## config.mk

```make
export PLATFORM = sky130hd
export DESIGN_NAME = clk_sel_ctrl
export DESIGN_NICKNAME = d
export VERILOG_FILES = /design/src/rtl/clk_sel_ctrl.sv
export SDC_FILE = /design/constraint.sdc
export NUM_CORES = 1
export LEC_CHECK = 0
export BUFFER_PORTS_ARGS = -buffer_cell sky130_fd_sc_hd__buf_2
export CAP_MARGIN = 20
export CORE_ASPECT_RATIO = 1.5
export CORE_UTILIZATION = 55
export DETAILED_ROUTE_END_ITERATION = 8
export PLACE_DENSITY = 0.75
export SLEW_MARGIN = 30
export SYNTH_ARGS = -nofsm -noshare
export SYNTH_HDL_FRONTEND = slang
export SYNTH_SLANG_ARGS = --single-unit
```

## constraint.sdc

```tcl
create_clock -name aclk -period 3 [get_ports aclk]
set_clock_uncertainty 0.1 [all_clocks]
set_input_delay 0.15 -clock aclk [delete_from_list [all_inputs] [get_ports aclk]]
set_output_delay 0.15 -clock aclk [all_outputs]
set_load 0.05 [all_outputs]
```

## src/rtl/clk_sel_ctrl.sv

```systemverilog
// clk_sel_ctrl: heartbeat-watched select sequencer for a 2:1 glitch-free clock mux (ports aclk/rst, hb_in1/2, sel_req handshake, selection, alive1/2, busy, done/err/failover pulses); define CLK_SEL_FAILOVER_EN for automatic failover
module clk_sel_ctrl #(
  parameter int TIMEOUT_CYCLES = 64,
  parameter int SETTLE_CYCLES = 16,
  parameter bit RESET_SEL = 1'b0
) (
  input  logic aclk,
  input  logic rst,
  input  logic hb_in1,
  input  logic hb_in2,
  input  logic sel_req_valid,
  input  logic sel_req,
  output logic sel_req_ready,
  output logic selection,
  output logic alive1,
  output logic alive2,
  output logic busy,
  output logic switch_done,
  output logic switch_err,
  output logic failover
);
  localparam int CW = $clog2(TIMEOUT_CYCLES + 1);
  localparam int SW = $clog2(SETTLE_CYCLES + 1);
  localparam logic [CW-1:0] TMAX = CW'(TIMEOUT_CYCLES);
  localparam logic [SW-1:0] SLOAD = SW'(SETTLE_CYCLES - 1);
  typedef enum logic {IDLE, SETTLE} state_t;
  state_t state;
  logic [1:0] hb_s0, hb_s1, hb_d, hb_edge, alive;
  logic [1:0][CW-1:0] wd_cnt;
  logic [SW-1:0] settle_cnt;
  logic fo_fire, accept;
  assign hb_edge = hb_s1 ^ hb_d;
  assign alive1 = alive[0];
  assign alive2 = alive[1];
`ifdef CLK_SEL_FAILOVER_EN
  assign fo_fire = state == IDLE && !alive[selection] && alive[~selection];
`else
  assign fo_fire = 1'b0;
`endif
  assign sel_req_ready = state == IDLE && !fo_fire;
  assign accept = sel_req_valid && sel_req_ready;
  always_ff @(posedge aclk) begin
    if (rst) begin
      hb_s0 <= '0;
      hb_s1 <= '0;
      hb_d <= '0;
      alive <= '0;
      wd_cnt <= {2{TMAX}};
    end else begin
      hb_s0 <= {hb_in2, hb_in1};
      hb_s1 <= hb_s0;
      hb_d <= hb_s1;
      for (int i = 0; i < 2; i++) begin
        wd_cnt[i] <= hb_edge[i] ? '0 : wd_cnt[i] == TMAX ? TMAX : wd_cnt[i] + CW'(1);
        alive[i] <= wd_cnt[i] < TMAX;
      end
    end
  end
  always_ff @(posedge aclk) begin
    if (rst) begin
      state <= IDLE;
      selection <= RESET_SEL;
      settle_cnt <= '0;
      busy <= 1'b0;
      switch_done <= 1'b0;
      switch_err <= 1'b0;
      failover <= 1'b0;
    end else begin
      switch_done <= 1'b0;
      switch_err <= 1'b0;
      failover <= 1'b0;
      if (state == IDLE) begin
        if (fo_fire) begin
          selection <= ~selection;
          failover <= 1'b1;
          state <= SETTLE;
          busy <= 1'b1;
          settle_cnt <= SLOAD;
        end else if (accept) begin
          if (sel_req == selection) begin
            switch_done <= 1'b1;
          end else if (alive[sel_req]) begin
            selection <= sel_req;
            state <= SETTLE;
            busy <= 1'b1;
            settle_cnt <= SLOAD;
          end else begin
            switch_err <= 1'b1;
          end
        end
      end else if (settle_cnt == '0) begin
        state <= IDLE;
        busy <= 1'b0;
        switch_done <= 1'b1;
      end else begin
        settle_cnt <= settle_cnt - SW'(1);
      end
    end
  end
endmodule
```

* Yosys cells after proc, flatten, opt, wreduce, memory -nomap -nowiden
Cells that the tools add are included.
** Cells by class
- Add/sub/neg operators :: 3
- Equality and inequality tests :: 6
- Magnitude comparators :: 3
- Bitwise operators :: 4
- Muxes and demuxes :: 26
- Reduce and logical (&&, ||, !) cells :: 10
** Operators by type and width (number)
- 2-to-1 mux 7 bit :: 4
- 2-to-1 mux 5 bit :: 5
- 2-to-1 mux 1 bit :: 17
- adder 7 x 1 -> 7 bit (second input constant) :: 2
- == test 7 bit (second input constant) :: 2
- less-than comparator 7 bit (second input constant) :: 2
- AND reduction 4 bit :: 3
- OR reduction 3 bit :: 2
- logical NOT 5 bit :: 1
- subtractor 5 x 1 -> 5 bit (second input constant) :: 1
- inequality test 2 bit (second input constant) :: 2
- nonzero test 2 bit :: 2
- OR reduction 4 bit :: 1
- NOT 1 bit :: 3
- less-than comparator 1 x 2 -> 1 bit (second input constant) :: 1
- inequality test 2 x 1 -> 1 bit (second input constant) :: 1
- XOR 2 bit :: 1
- == test 1 bit :: 1
- logical AND 1 bit :: 1
** Word-level totals
- Register bits after elaboration :: 32
- Word-level logic and storage cells :: 66
- Output and inout bits :: 8

* Longest topological paths before layout
Gate-level depths: netlist (run 1).
- Depth after elaboration :: 6
- Depth in mapped cells :: 6
- Depth with buffers taken out :: 6

* Worst setup path before layout (run 1)
Ideal clock, no wire load.
- Path type :: reg2reg
- Start point :: register selection
- End point :: register settle_cnt[3]
- Stages on the path, launching flop included :: 5
- Setup slack :: 1.405 ns
- Data arrival time :: 1.407 ns
- Clock period less this slack :: 1.595 ns
- Library setup time :: 0.088 ns
- Buffers on the path :: 0
- Data required time :: 2.812 ns
- Path through :: dfxtp_1 nand3b_1 a21boi_4 nor3_1 nor4_2
** Between the ends
- Word-level cells in the longest chain between the ends :: 3
** RTL lines
- start, declared :: line 14 : output logic selection,
- start signal, assigned :: line 74 : selection <= ~selection;
- start signal, assigned :: line 83 : selection <= sel_req;
- == test 1 bit :: line 80 : if (sel_req == selection) begin
- inequality test 2 bit (no source line)
- AND reduction 4 bit (no source line)
- end signal, assigned :: line 96 : settle_cnt <= settle_cnt - SW'(1);
- end, declared :: line 30 : logic [SW-1:0] settle_cnt;
No other way between the ends.
A chain may end at the register's enable or synchronous reset.

* Worst setup path after layout (run 1)
- Start point :: register settle_cnt[1]
- End point :: register settle_cnt[3]
** Between the ends
- Word-level cells in the longest chain between the ends :: 3
** RTL lines (line)
- subtractor 5 x 1 -> 5 bit / logical NOT 5 bit (equally long branches) :: 96, 91
- 2-to-1 mux 5 bit / inequality test 2 bit (equally long branches)
- 2-to-1 mux 5 bit / AND reduction 4 bit (equally long branches)
Parallel ways exist; a longest one is shown, timed or not. The select of a mux whose other input is x is not followed.

==> results of run 1 <==
-- logic make-up (layout without fill, tap and decap cells) --
kind of cell	Yosys count	after routing	share of synthesized area (%)
buffers and inverters	14	33	5.08
other	1	1	0.282
adders and majority gates	5	5	4.70
xor gates and xnor gates	13	13	8.56
AOI/OAI and AO/OA	14	14	7.90
and+or+nand+nor	60	60	25.3
DFF	32	32	48.2
-- state kept, by name, summed over array words and instances, names as in the netlist --
signal and count:
switch_err 1, settle_cnt 5, hb_s1 2, state 1, busy 1, selection 1
hb_d 2, alive 2, switch_done 1, wd_cnt 14, hb_s0 2
-- tightest hold or removal path, stage by stage --
cell and delay (ns):
buf_2 0.11, a22oi_1 0.08, nor2_1 0.08
-- area by class of cell --
cell class                 count  area, um^2
clock buffer                   5        37.5
clock inverter                 3        42.5
fill                         186         767
inverter                      11        41.3
multi-input combinational     93         622
sequential                    32         641
tap                           23        28.8
timing repair buffer          14        80.1
-- path summary, 6_finish.rpt --
path / start / end / slack (ns) / cells past startpoint
worst max-delay path: settle_cnt[1]$_SDFFE_PP0P_ / settle_cnt[3]$_SDFFE_PP0P_ / 1.42 / 6
worst min-delay path: sel_req / selection$_SDFFE_PP0P_ / 0.008 / 3
worst max register to register: settle_cnt[1]$_SDFFE_PP0P_ / settle_cnt[3]$_SDFFE_PP0P_ / 1.42 / 6
worst min register to register: hb_s0[0]$_SDFF_PP0_ / hb_s1[0]$_SDFF_PP0_ / 0.33 / 1
-- layer usage --
metal  wire (um)  track usage [%]  vias up  part of all wire, %
met5           0                0        -                    0
met4          63             12.9        0                  3.1
met3          87             8.14        7                  4.2
met2        1030             30.7       18                   50
met1         870             18.4      437                   42
li1            -                -      494                    -
-- power by group --
group          internal (mW)  total [mW]  switching, mW  leakage (nW)
Sequential             0.437       0.447        0.00987         0.260
Clock                  0.174       0.323          0.149        0.0412
Combinational         0.0251      0.0629         0.0378         0.305
-- per-stage QoR --
| step | instance area [um^2] | hold slack (ns) |
|---|---|---|
| detailed placement | 1390 | 0.265 |
| CTS | 1490 | 0.00926 |
| global placement | 1390 | 0.260 |
| finish | 1490 | 0.00798 |
| global route | 1490 | 0.0130 |
| floorplan | 1330 | 0.178 |
-- Yosys cell counts --
cell / n
dfxtp_1: 32
nor2_1: 20
inv_1: 11
nand3_1: 7
xor2_1: 7
nor2b_1: 6
nor3_1: 6
xnor2_1: 6
ha_1: 5
nand2_1: 5
and3_1: 4
a21oi_1: 3
o21ai_0: 3
a211oi_1: 2
a311o_1: 2
buf_4: 2
nand2b_1: 2
nand3b_1: 2
nor4b_1: 2
a21boi_4: 1
a21o_1: 1
a22oi_1: 1
buf_6: 1
conb_1: 1
nor2_2: 1
nor2b_4: 1
nor4_1: 1
nor4_2: 1
nor4b_4: 1
o22ai_1: 1
or2b_1: 1
-- timing repair --
item                                   CTS  global route
hold buffers                             2             0
buffers inserted                         0             0
resized for setup                        0             0
endpoints found under the hold margin    2             0
==> results.toml, run 1 <==
[run_status]
outcome = "complete, no violations"

[synth]
synth_nets = 150
yosysTopAreaCell = "dfxtp_1"
syn_area_per_cell_um2 = 9.57
synthTopCellsByArea = "dfxtp_1, nor2_1, ha_1"
synth.distinct_cells = 31
netlist_instances = 139
ys_warn_count = 0
synth_top_area_share_pct = 48.2
synth.ff_latch_count = 32
mappedNetlistArea_mm2 = 0.00133
synth-seq-area-share_pct = 48.2

[cells_and_area]
final_core_util_pct = 66.1
insertedDiodeCount = 0
mostFrequentLayoutCell = "dfxtp_1"
layout-drive-gt1-share_pct = 15.8
finish.net_count = 168
syn_to_final_growth_pct = 12.2
finalNonFillerCells = 181
final_cell_mix = "dfxtp_1, nor2_1, buf_2"

[placed_design]
dpl.hpwl_um = 1450
pre_cts_ws_ns = 1.44
gp_congestion = 0.843
port_buffers = 12
dp.cells = 171

[route]
via_count = 956
drc = 0
via_per_inst = 5.28
drt_first_iter_violations = 27
wl_per_cell_um = 11.3
antenna_left = 0
drt_wl_total_um = 2050
first_pass_iters = 4

[cts]
clk_pin_slew_worst_paths_ns = 0.11
h-tree-depth = 2
cts_made_buffers = 5
cts_buffer_depth = 2
insertion_delay_ns = 0.34
root_buffer = "clkbuf_4"
cts_tree = "done"
cts.sinks = 32

[power]
p_leak_nw = 0.606
power_mw = 0.833
ir_drop_v = 0.000415
power.density_mw_per_mm2 = 558

[timing]
layout_setup_ws_ns = 1.42
hold_viol_final = 0
setup_viol = 0
slew_viol_final = 0
fin_crit_ns = 1.58
rsz0062_at_grt = "false"
fin_setup_tns_ns = 0
final.period_utilization_pct = 52.6
max_freq_mhz = 633

[min_path]
min_path_type = "in2reg"

[worst_setup_path]
crit_chain = "inv_1 -> ha_1 -> nor4b_4 -> or2b_1 -> nor3_1 -> nor4_2"
critPathMaxStageDelay_ns = 0.38
cp_num_buf_inv = 1
crit_required_ns = 3.13
critPathCaptureType = "flop"
critPathLaunchType = "flop"
cpMaxStageDelayCell = "dfxtp_1"
path_max_fanout = 3
critical_path_class = "reg2reg"
worstPathArrival_ns = 1.71
critical-path-top-delay-family = "simple AND/OR/NAND/NOR gates"

[die]
core_mm2 = 0.00226
fp.dieArea_mm2 = 0.00262
rows = 21
initial_utilization_pct = 58.9
die_h_um = 62.2
io-pin-count = 14
die_w_um = 42.2

[flow_run]
cap_violations = 0

[global_routing]
antenna_found_initial = 0
grt_max_degree = 20
grt_use_total_pct = 18.7
grt_pass1_wl_um = 3730
overflow = 0
first_global_vias = 969
Power figures use the tool's default switching activity.
==> run 2: changes to the inputs <==
- CORE_UTILIZATION: 55 -> 50
- PLACE_DENSITY: 0.75 -> 0.72
- clock period: 3 -> 1.36 ns (I/O delays scaled with it)
==> run 2 against run 1 <==
Against the previous run:
- the flow now finishes with violations (design-rule violations, negative setup slack)
- power up 98%
- maximum frequency is 14% higher
- sequential share of layout area decreased by 2.5 points
- hold slack improved by 0.015 ns
- first-iteration DRC count unchanged
- clock power rose by 54%
- worst setup slack worse by 1.4 ns
- register-to-register slack worse by 1.4 ns
- critical endpoint is now settle_cnt[0]$_SDFFE_PP0P_
==> results.toml, run 2 (synthesis gave the netlist of run 1 again) <==
[run_status]
outcome = "finished, violations left"
violations = "design-rule violations, negative setup slack"

[worst_setup_path]
critPathCapture = "settle_cnt[0]$_SDFFE_PP0P_"
r2r_slack_ns = -0.03
worstPathArrival_ns = 1.50
cp.depth = 6
cp_num_buf_inv = 1
reg2regPathDepth = 6
critical-path-top-delay-family = "simple AND/OR/NAND/NOR gates"
worst_r2r_startpoint = "settle_cnt[0]$_SDFFE_PP0P_"
path_max_fanout = 5
critical_path_class = "reg2reg"
worstSetupStartpoint = "settle_cnt[0]$_SDFFE_PP0P_"
cpMaxStageDelayCell = "dfxtp_2"
rr_endpoint = "settle_cnt[0]$_SDFFE_PP0P_"
critPathMaxStageDelay_ns = 0.33
crit_required_ns = 1.47
crit_chain = "inv_2 -> ha_4 -> nor4b_4 -> nor2_4 -> nor2_1 -> a21oi_1"
critPathLaunchType = "flop"
critPathCaptureType = "flop"

[route]
drt_wl_total_um = 2350
drc = 3
antenna_left = 0
first_pass_iters = 6
via_per_inst = 5.36
wl_per_cell_um = 12.2
drt_first_iter_violations = 27
via_count = 1030

[cells_and_area]
fin_area_mm2 = 0.00161
syn_to_final_growth_pct = 21.4
layout-drive-gt1-share_pct = 29.8
mostFrequentLayoutCell = "dfxtp_1"
top_register = "wd_cnt"
finish.net_count = 178
reg.largest.list = "wd_cnt: 14 flops, settle_cnt: 5 flops"
insertedDiodeCount = 0
largest_register_ffs = 14
final_cell_mix = "dfxtp_1, nor2_1, buf_2"

[global_routing]
grt_pass1_wl_um = 4010
grt_use_total_pct = 18.6
first_global_vias = 1013
grt_max_degree = 20
antenna_found_initial = 0
overflow = 0

[die]
io-pin-count = 14
die_h_um = 65.2
core_mm2 = 0.00248
initial_utilization_pct = 53.7
fp.dieArea_mm2 = 0.00287
rows = 22
die_w_um = 44.1

[power]
ir_drop_v = 0.000755
power_mw = 1.65
power.density_mw_per_mm2 = 1020
p_leak_nw = 0.653

[timing]
final.period_utilization_pct = 102
max_freq_mhz = 721
hold_viol_final = 0
fin_crit_ns = 1.39
setup_viol = 4
slew_viol_final = 0
rsz0062_at_grt = "true"
layout_setup_ws_ns = -0.0275

[cts]
cts_tree = "done"
h-tree-depth = 2
cts_made_buffers = 5
clk_pin_slew_worst_paths_ns = 0.09
root_buffer = "clkbuf_4"
cts_buffer_depth = 2
insertion_delay_ns = 0.32
cts.sinks = 32

[placed_design]
placement.cell_area_mm2 = 0.00147
pre_cts_ws_ns = -0.0565
port_buffers = 12
gp_congestion = 0.872
dpl.hpwl_um = 1540

[flow_run]
cap_violations = 0

[min_path]
min_path_type = "in2reg"
-- run 2: cell count changes in the layout (fill, tap and decap cells not counted), moves of 3 or more --
| cell | delta |
|---|---|
| dfxtp_2 | +6 |
| inv_1 | -3 |
| dfxtp_1 | -7 |
| buf_4 | +8 |
| nor3_1 | -4 |
| nor3_2 | +4 |
-- run 2: worst min path at each step --
stage | to | cells after the start | slack (ns) | from
after floorplan | hb_s0[0]$_SDFF_PP0_ | 1 | 0.1 | hb_in1
after global placement | hb_s0[0]$_SDFF_PP0_ | 2 | 0.18 | hb_in1
after detailed placement | hb_s0[0]$_SDFF_PP0_ | 2 | 0.18 | hb_in1
after CTS | switch_done$_SDFF_PP0_ | 4 | 0.009 | sel_req
after global routing | switch_done$_SDFF_PP0_ | 4 | 0.05 | sel_req
final | switch_done$_SDFF_PP0_ | 4 | 0.02 | sel_req
-- run 2: stage by stage --
step                      util, %  instances  hold slack [ns]  setup TNS (ns)
final                        65.2        192           0.0225         -0.0695
after global routing         65.2        192           0.0498          -0.944
after detailed placement     59.2        178            0.183          -0.174
after floorplan                 -        139           0.0962               0
after CTS                    63.9        192          0.00908         -0.0258
after global placement       59.2        178            0.178               0
-- run 2: what timing repair did --
item	4_1_cts	5_1_grt
hold buffers	4	0
gates resized for setup	4	9
setup endpoints to repair	6	16
setup buffers	2	0
hold endpoints to repair	4	0
pin swaps	3	3
-- run 2: report_power, final --
group          total (mW)  switching, mW  internal, mW
sequential          0.984         0.0200         0.964
clock               0.499          0.298         0.201
combinational       0.169         0.0957        0.0730
-- run 2: final cells by class --
type                       count  area, um^2
clock buffer                   7        45.0
clock inverter                 1        5.00
fill                         213         863
inverter                      11        45.0
multi-input combinational     93         677
sequential                    32         652
tap                           24        30.0
timing repair buffer          24         160
-- run 2: tightest hold or removal path: stages --
cell	delay [ns]
buf_2	0.11
nand2b_1	0.07
nand3_1	0.08
a21oi_1	0.06
-- run 2: routing by layer --
layer / wire, um / vias to the layer above / track usage [%]
li1: - / 517 / -
met1: 953 / 481 / 19.2
met2: 1250 / 25 / 32.7
met3: 91 / 7 / 4.12
met4: 54 / 0 / 11.0
met5: 0 / - / 0
